`src/rtl/hcsr04_ranger_if.sv`:
```
// Scheduler/sensor-side signal bundle of the HC-SR04 ranger.
interface hcsr04_ranger_if;
    logic       start;
    logic       echo;
    logic       trig;
    logic       done;
    logic       busy;
    logic [8:0] dist_cm;
    logic       dist_valid;
    logic       timeout;

    modport master (
        output start, echo,
        input  trig, done, busy, dist_cm, dist_valid, timeout
    );

    modport slave (
        input  start, echo,
        output trig, done, busy, dist_cm, dist_valid, timeout
    );
endinterface

```
`src/rtl/hcsr04_ranger.sv`:
```
// HC-SR04 ultrasonic ranger: trigger pulse, echo timing, distance in cm with timeout.
// Optional echo deglitch filter enabled by defining HCSR04_ECHO_DEGLITCH_EN.
module hcsr04_ranger #(
    parameter int unsigned CLK_HZ     = 32'd50_000_000,
    parameter int unsigned TRIG_US    = 32'd10,
    parameter int unsigned TIMEOUT_US = 32'd30000,
    parameter int unsigned US_PER_CM  = 32'd58
) (
    input  logic           clk,
    input  logic           rst,
    hcsr04_ranger_if.slave bus
);
    localparam longint unsigned TRIG_CLKS_L = (64'(TRIG_US) * 64'(CLK_HZ)) / 64'd1_000_000;
    localparam longint unsigned CM_CLKS_L   = (64'(US_PER_CM) * 64'(CLK_HZ)) / 64'd1_000_000;
    localparam longint unsigned TMO_CLKS_L  = (64'(TIMEOUT_US) * 64'(CLK_HZ)) / 64'd1_000_000;
    localparam int unsigned TRIG_CLKS = 32'(TRIG_CLKS_L);
    localparam int unsigned CM_CLKS   = 32'(CM_CLKS_L);
    localparam int unsigned TMO_CLKS  = 32'(TMO_CLKS_L);
    localparam int TRIG_W = $clog2(TRIG_CLKS + 32'd1);
    localparam int CM_W   = $clog2(CM_CLKS + 32'd1);
    localparam int TMO_W  = $clog2(TMO_CLKS + 32'd1);

    typedef enum logic [2:0] {
        S_IDLE      = 3'd0,
        S_TRIG      = 3'd1,
        S_WAIT_RISE = 3'd2,
        S_MEASURE   = 3'd3,
        S_DONE      = 3'd4
    } state_t;

    state_t            state_q;
    logic              echo_s1_q, echo_s2_q, echo_prev_q;
    logic              echo_f_s, echo_rise_s, echo_fall_s;
    logic [TRIG_W-1:0] trig_cnt_q;
    logic [TMO_W-1:0]  tmo_cnt_q;
    logic [CM_W-1:0]   pre_q, pre_d;
    logic [8:0]        dist_q, dist_d;
    logic              trig_q, done_q, busy_q, dist_valid_q, timeout_q;
    logic [8:0]        dist_cm_q;

    // Two-flop synchronizer for the asynchronous echo input
    always_ff @(posedge clk) begin
        if (rst) begin
            echo_s1_q <= 1'b0;
            echo_s2_q <= 1'b0;
        end else begin
            echo_s1_q <= bus.echo;
            echo_s2_q <= echo_s1_q;
        end
    end

`ifdef HCSR04_ECHO_DEGLITCH_EN
    logic       echo_f_q;
    logic [2:0] dg_cnt_q;

    // Level must persist 8 consecutive clks before echo_f follows it
    always_ff @(posedge clk) begin
        if (rst) begin
            echo_f_q <= 1'b0;
            dg_cnt_q <= 3'd0;
        end else if (echo_s2_q != echo_f_q) begin
            if (dg_cnt_q == 3'd7) begin
                echo_f_q <= echo_s2_q;
                dg_cnt_q <= 3'd0;
            end else begin
                dg_cnt_q <= dg_cnt_q + 3'd1;
            end
        end else begin
            dg_cnt_q <= 3'd0;
        end
    end

    assign echo_f_s = echo_f_q;
`else
    assign echo_f_s = echo_s2_q;
`endif

    assign echo_rise_s = echo_f_s & ~echo_prev_q;
    assign echo_fall_s = ~echo_f_s & echo_prev_q;

    // Distance prescaler: one cm per CM_CLKS high clks, saturating at 511
    always_comb begin
        pre_d  = pre_q + CM_W'(1);
        dist_d = dist_q;
        if (pre_q == CM_W'(CM_CLKS - 32'd1)) begin
            pre_d = {CM_W{1'b0}};
            if (dist_q != 9'd511) begin
                dist_d = dist_q + 9'd1;
            end else begin
                dist_d = dist_q;
            end
        end else begin
            dist_d = dist_q;
        end
    end

    // Measurement FSM with registered outputs
    always_ff @(posedge clk) begin
        if (rst) begin
            state_q      <= S_IDLE;
            echo_prev_q  <= 1'b0;
            trig_cnt_q   <= {TRIG_W{1'b0}};
            tmo_cnt_q    <= {TMO_W{1'b0}};
            pre_q        <= {CM_W{1'b0}};
            dist_q       <= 9'd0;
            trig_q       <= 1'b0;
            done_q       <= 1'b0;
            busy_q       <= 1'b0;
            dist_cm_q    <= 9'd0;
            dist_valid_q <= 1'b0;
            timeout_q    <= 1'b0;
        end else begin
            echo_prev_q <= echo_f_s;
            done_q      <= 1'b0;
            case (state_q)
                S_IDLE: begin
                    busy_q <= 1'b0;
                    if (bus.start) begin
                        state_q    <= S_TRIG;
                        trig_q     <= 1'b1;
                        busy_q     <= 1'b1;
                        trig_cnt_q <= {TRIG_W{1'b0}};
                    end
                end
                S_TRIG: begin
                    if (trig_cnt_q == TRIG_W'(TRIG_CLKS - 32'd1)) begin
                        state_q   <= S_WAIT_RISE;
                        trig_q    <= 1'b0;
                        tmo_cnt_q <= {TMO_W{1'b0}};
                        pre_q     <= {CM_W{1'b0}};
                        dist_q    <= 9'd0;
                    end else begin
                        trig_cnt_q <= trig_cnt_q + TRIG_W'(1);
                    end
                end
                // A rise on the expiry clk cannot complete, so expiry wins here
                S_WAIT_RISE: begin
                    if (tmo_cnt_q == TMO_W'(TMO_CLKS - 32'd1)) begin
                        state_q      <= S_DONE;
                        done_q       <= 1'b1;
                        dist_valid_q <= 1'b0;
                        timeout_q    <= 1'b1;
                    end else if (echo_rise_s) begin
                        state_q   <= S_MEASURE;
                        tmo_cnt_q <= tmo_cnt_q + TMO_W'(1);
                        pre_q     <= pre_d;
                        dist_q    <= dist_d;
                    end else begin
                        tmo_cnt_q <= tmo_cnt_q + TMO_W'(1);
                    end
                end
                S_MEASURE: begin
                    if (echo_fall_s) begin
                        state_q      <= S_DONE;
                        done_q       <= 1'b1;
                        dist_cm_q    <= dist_q;
                        dist_valid_q <= 1'b1;
                        timeout_q    <= 1'b0;
                    end else if (tmo_cnt_q == TMO_W'(TMO_CLKS - 32'd1)) begin
                        state_q      <= S_DONE;
                        done_q       <= 1'b1;
                        dist_valid_q <= 1'b0;
                        timeout_q    <= 1'b1;
                    end else begin
                        tmo_cnt_q <= tmo_cnt_q + TMO_W'(1);
                        pre_q     <= pre_d;
                        dist_q    <= dist_d;
                    end
                end
                S_DONE: begin
                    state_q <= S_IDLE;
                    busy_q  <= 1'b0;
                end
                default: begin
                    state_q <= S_IDLE;
                    trig_q  <= 1'b0;
                    busy_q  <= 1'b0;
                end
            endcase
        end
    end

    assign bus.trig       = trig_q;
    assign bus.done       = done_q;
    assign bus.busy       = busy_q;
    assign bus.dist_cm    = dist_cm_q;
    assign bus.dist_valid = dist_valid_q;
    assign bus.timeout    = timeout_q;
endmodule

```
`src/flat_wrapper.sv`:
```
// flat-port wrapper written by rule: the top's interface ports become plain ports
module hcsr04_ranger_flat 
#(
    parameter int unsigned CLK_HZ     = 32'd50_000_000,
    parameter int unsigned TRIG_US    = 32'd10,
    parameter int unsigned TIMEOUT_US = 32'd30000,
    parameter int unsigned US_PER_CM  = 32'd58
)
  (clk, rst, bus_start, bus_echo, bus_trig, bus_done, bus_busy, bus_dist_cm, bus_dist_valid, bus_timeout);
  hcsr04_ranger_if bus_i ();
  input  logic clk;
  input  logic rst;
  input wire logic [$bits(bus_i.start)-1:0] bus_start;
  input wire logic [$bits(bus_i.echo)-1:0] bus_echo;
  output wire logic [$bits(bus_i.trig)-1:0] bus_trig;
  output wire logic [$bits(bus_i.done)-1:0] bus_done;
  output wire logic [$bits(bus_i.busy)-1:0] bus_busy;
  output wire logic [$bits(bus_i.dist_cm)-1:0] bus_dist_cm;
  output wire logic [$bits(bus_i.dist_valid)-1:0] bus_dist_valid;
  output wire logic [$bits(bus_i.timeout)-1:0] bus_timeout;
  assign bus_i.start = bus_start;
  assign bus_i.echo = bus_echo;
  assign bus_trig = bus_i.trig;
  assign bus_done = bus_i.done;
  assign bus_busy = bus_i.busy;
  assign bus_dist_cm = bus_i.dist_cm;
  assign bus_dist_valid = bus_i.dist_valid;
  assign bus_timeout = bus_i.timeout;
  hcsr04_ranger #(.CLK_HZ(CLK_HZ), .TRIG_US(TRIG_US), .TIMEOUT_US(TIMEOUT_US), .US_PER_CM(US_PER_CM)) u_core (.clk(clk), .rst(rst), .bus(bus_i));
endmodule
```
`config.mk`:
```
export PLATFORM = sky130hd
export DESIGN_NAME = hcsr04_ranger_flat
export DESIGN_NICKNAME = d
export VERILOG_FILES = /design/src/rtl/hcsr04_ranger_if.sv /design/src/rtl/hcsr04_ranger.sv /design/src/flat_wrapper.sv
export SDC_FILE = /design/constraint.sdc
export NUM_CORES = 1
export LEC_CHECK = 0
export ABC_AREA = 1
export BUFFER_PORTS_ARGS = -buffer_cell sky130_fd_sc_hd__buf_2
export CORE_MARGIN = 3
export CORE_UTILIZATION = 35
export CTS_BUF_LIST = sky130_fd_sc_hd__clkbuf_8
export DETAILED_ROUTE_END_ITERATION = 16
export GPL_TIMING_DRIVEN = 0
export HOLD_SLACK_MARGIN = 0.08
export RECOVER_POWER = 50
export SYNTH_ARGS = -nofsm -noshare
export SYNTH_HDL_FRONTEND = slang
export SYNTH_SLANG_ARGS = --single-unit
```
`constraint.sdc`:
```
create_clock -name clk -period 2.6 [get_ports clk]
set_input_delay 0.39 -clock clk [delete_from_list [all_inputs] [get_ports clk]]
set_output_delay 0.39 -clock clk [all_outputs]
set_load 0.02 [all_outputs]
```
==> impl_results.md <==
* R2R Path End: u_core.tmo_cnt_q[12]
* GR Util met1 at 0.205
* Synthesis-stage register bit count at slightly above 70
* Outcome: finished clean
* DPL Wire Length at 6.81 mm
* Flop2flop setup slack at roughly 0.44 ns
* Pin count of the biggest net entering global routing at 11
* Port Buffers at 17
* Slew of the pin with the lowest slew margin at between 0.6 and 0.7 ns
* Commonest non-fill, non-tap cell in the layout: nand2_1
* Post-place setup slack at 0.543 ns
* Clock Sinks at 71
* Worst r2r src: u_core.state_q[1]
* Core ar. at 0.0106 mm²
* Ports at 18
* Total of max-cap violations at 0
* RePlAce Congestion at 0.892
* EDFF count, synth at 0
* Commonest non-fill, non-tap cells in the layout: nand2_1 (134), nor2_1 (118), dfxtp_1 (71)
* Row count at 37
* R2R cell count at 11
* Crit end category: flip-flop
* Postcts setup bufs at 0
* Worst EP arrival at 2.43 ns
* Filler cell count at 1132
* Mapped Avg Cell Area at 6.57 µm²
* Hold depth at 3
* RSZ-0062 raised after global routing: no
* GRT Residual Overflow at 0
* Setup CP Type: flip-flop to flip-flop
* Pwr dens at between 800 and 900 mW/mm²
* Initial DRC count at 267
* Startpoint types: flip-flop
* DP Area at slightly above 0.004 mm²
* Library cells used by synthesis at 36
* LEAKAGE at 1.61 nW
* Clock latency on the worst-skew pair at 0.34 ns
* Relative slew slack at 0.574
* Clock skew at between 0.009 and 0.01 ns
* Number of buffers on the longest clock path at 2
* H-tree levels at 3
* Antenna cells at 0
* Final Cell Area at between 0.004 and 0.005 mm²
* Syn nets at ~600
* Area growth syn-to-layout at 10.6%
* Vias in the first global route at between 3000 and 4000
* Hold buffers post-CTS at 0
* Root buffer cell: clkbuf_8
* CP required at roughly 2.9 ns
* Final min period at 2.16 ns
* Initial antenna violation count at 0
* Hold_sp: bus_echo
* Vias at 3620
* Post-Place Cells at 743
* Share of post-route cells with drive strength above 1 at 0.0790
* Seq/Total Area, Yosys at 0.367
* Final-stage net count at 627
* Residual DRC at 0
* Worst hold path class: input port to flip-flop
* CTS tree: done
* Drt pass-1 iters at 4
* GR met2 Demand/Resource at 0.238
* Synth Instances at 590
* Final Setup Violations at 0
* FFs w/ async S/R, synth at 0
* GR peak layer: met2
* Die X at 111 µm
* First-pass GRT wire length at 15.6 mm
* Starting Density at 0.367
* Maximum VDD drop at 0.339 mV
* Die Ht at 111 µm
* Reg clk slew, reported paths at 0.07 ns
* Drt wl/cell at between 10 and 15 µm
* CTS Buf Count at 9
* Setup WS post-layout at 0.437 ns
* DIE AREA at 0.0124 mm²
* Top_reg_cell synth: dfxtp_1
* Netlist Area Pre-Place at 0.00387 mm²
* Final Hold Violating Endpoints at 0
* Crit-path max FO at 10
* Syn. warnings at 0
* Max Fclk at 462 MHz
* Fin cells at ~760
* Final wirelength at 9.16 mm
* Tot GR Track Use at 0.152
* Post_cts resized at 0
* Via/cell ratio at 4.79
* Hold endpoint: u_core.echo_s1_q
* Post-DRT Antenna Nets at 0
* Met3 Resource Use GR at 0.0388
* Period utilisation layout at 0.832
* Setup TNS at 0 ns
* Max-slew violations at 0
area by class of cell:
cell class                      instances  area [µm²]  share of cell area
Timing Repair Buffer                   17        66.3              0.0155
Tap cell                              136         170              0.0397
Sequential cell                        71        1420               0.332
Buffer                                 17        93.8              0.0219
Clock inverter                          2        33.8             0.00788
Multi-Input combinational cell        439        2110               0.492
Clock buffer                           11         151              0.0353
Inverter                               63         239              0.0558
routing by layer:
layer  up-vias  part of all wire
li1       1938                 -
met1      1628              0.49
met2        45              0.45
met3         9             0.040
met4         0             0.015
met5         -                 0
worst max-delay path by stage:
stage / cells past startpoint / slack [ns] / startpoint / to
2_1_floorplan: 14 / 0.84 / u_core.dist_q[0] / u_core.dist_q[5]
3_3_place_gp: 14 / 0.58 / u_core.dist_q[0] / u_core.dist_q[4]
3_5_place_dp: 14 / 0.54 / u_core.dist_q[0] / u_core.dist_q[4]
4_1_cts: 14 / 0.53 / u_core.dist_q[0] / u_core.dist_q[4]
5_1_grt: 11 / 0.17 / u_core.state_q[1] / u_core.tmo_cnt_q[6]
6_report: 11 / 0.44 / u_core.state_q[1] / u_core.tmo_cnt_q[12]
Yosys cell counts (all sizes together), types with 6 or more instances:
cell	n	share of area
a21oi	48	0.069
buf	8	0.016
clkbuf	9	0.0087
dfxtp	71	0.37
inv	63	0.062
nand2	141	0.14
nand3	37	0.052
nor2	125	0.13
nor3	13	0.023
nor3b	6	0.012
o21ai	37	0.048
xor2	12	0.027
metrics by stage:
stage	util	hold slack, ns	total power [mW]
after floorplan	-	0.388	2.30
after global placement	0.391	0.398	2.59
after detailed placement	0.391	0.395	2.62
after CTS	0.409	0.249	3.49
after global routing	0.406	0.244	3.71
final	0.406	0.260	3.44
flip-flops by register name, indices dropped and copies added, names as in the netlist:
register and count:
u_core.bus.busy 1, u_core.bus.dist_cm 9, u_core.bus.dist_valid 1, u_core.bus.done 1, u_core.bus.timeout 1, u_core.bus.trig 1
u_core.dist_q 9, u_core.echo_f_s 1, u_core.echo_prev_q 1, u_core.echo_s1_q 1, u_core.pre_q 12, u_core.state_q 3
u_core.tmo_cnt_q 21, u_core.trig_cnt_q 9
kinds of logic after synthesis:
| group | synth area share |
|---|---|
| AO/OA/AOI/OAI | 0.128 |
| XOR/XNOR | 0.0271 |
| adder cells (fa/ha/maj) | 0.0161 |
| buffers and inverters | 0.0862 |
| flip-flops | 0.367 |
| AND/OR/NAND/NOR | 0.376 |
critical path, cell delays in order (launching register included):
cell and delay (ns):
dfxtp_1 0.37, inv_1 0.07, nor2_1 0.46, inv_4 0.16, nor2_4 0.16, nand2_2 0.14, inv_2 0.18, nor2_2 0.09
nand2_4 0.12, buf_6 0.16, nand2_1 0.06, a21oi_1 0.13
where the power goes:
part           internal (mW)  switching, mW
logic                  0.417          0.882
clock network          0.477          0.385
registers               1.19         0.0899
total                   2.09           1.36
(Power assumes the default switching activity.)
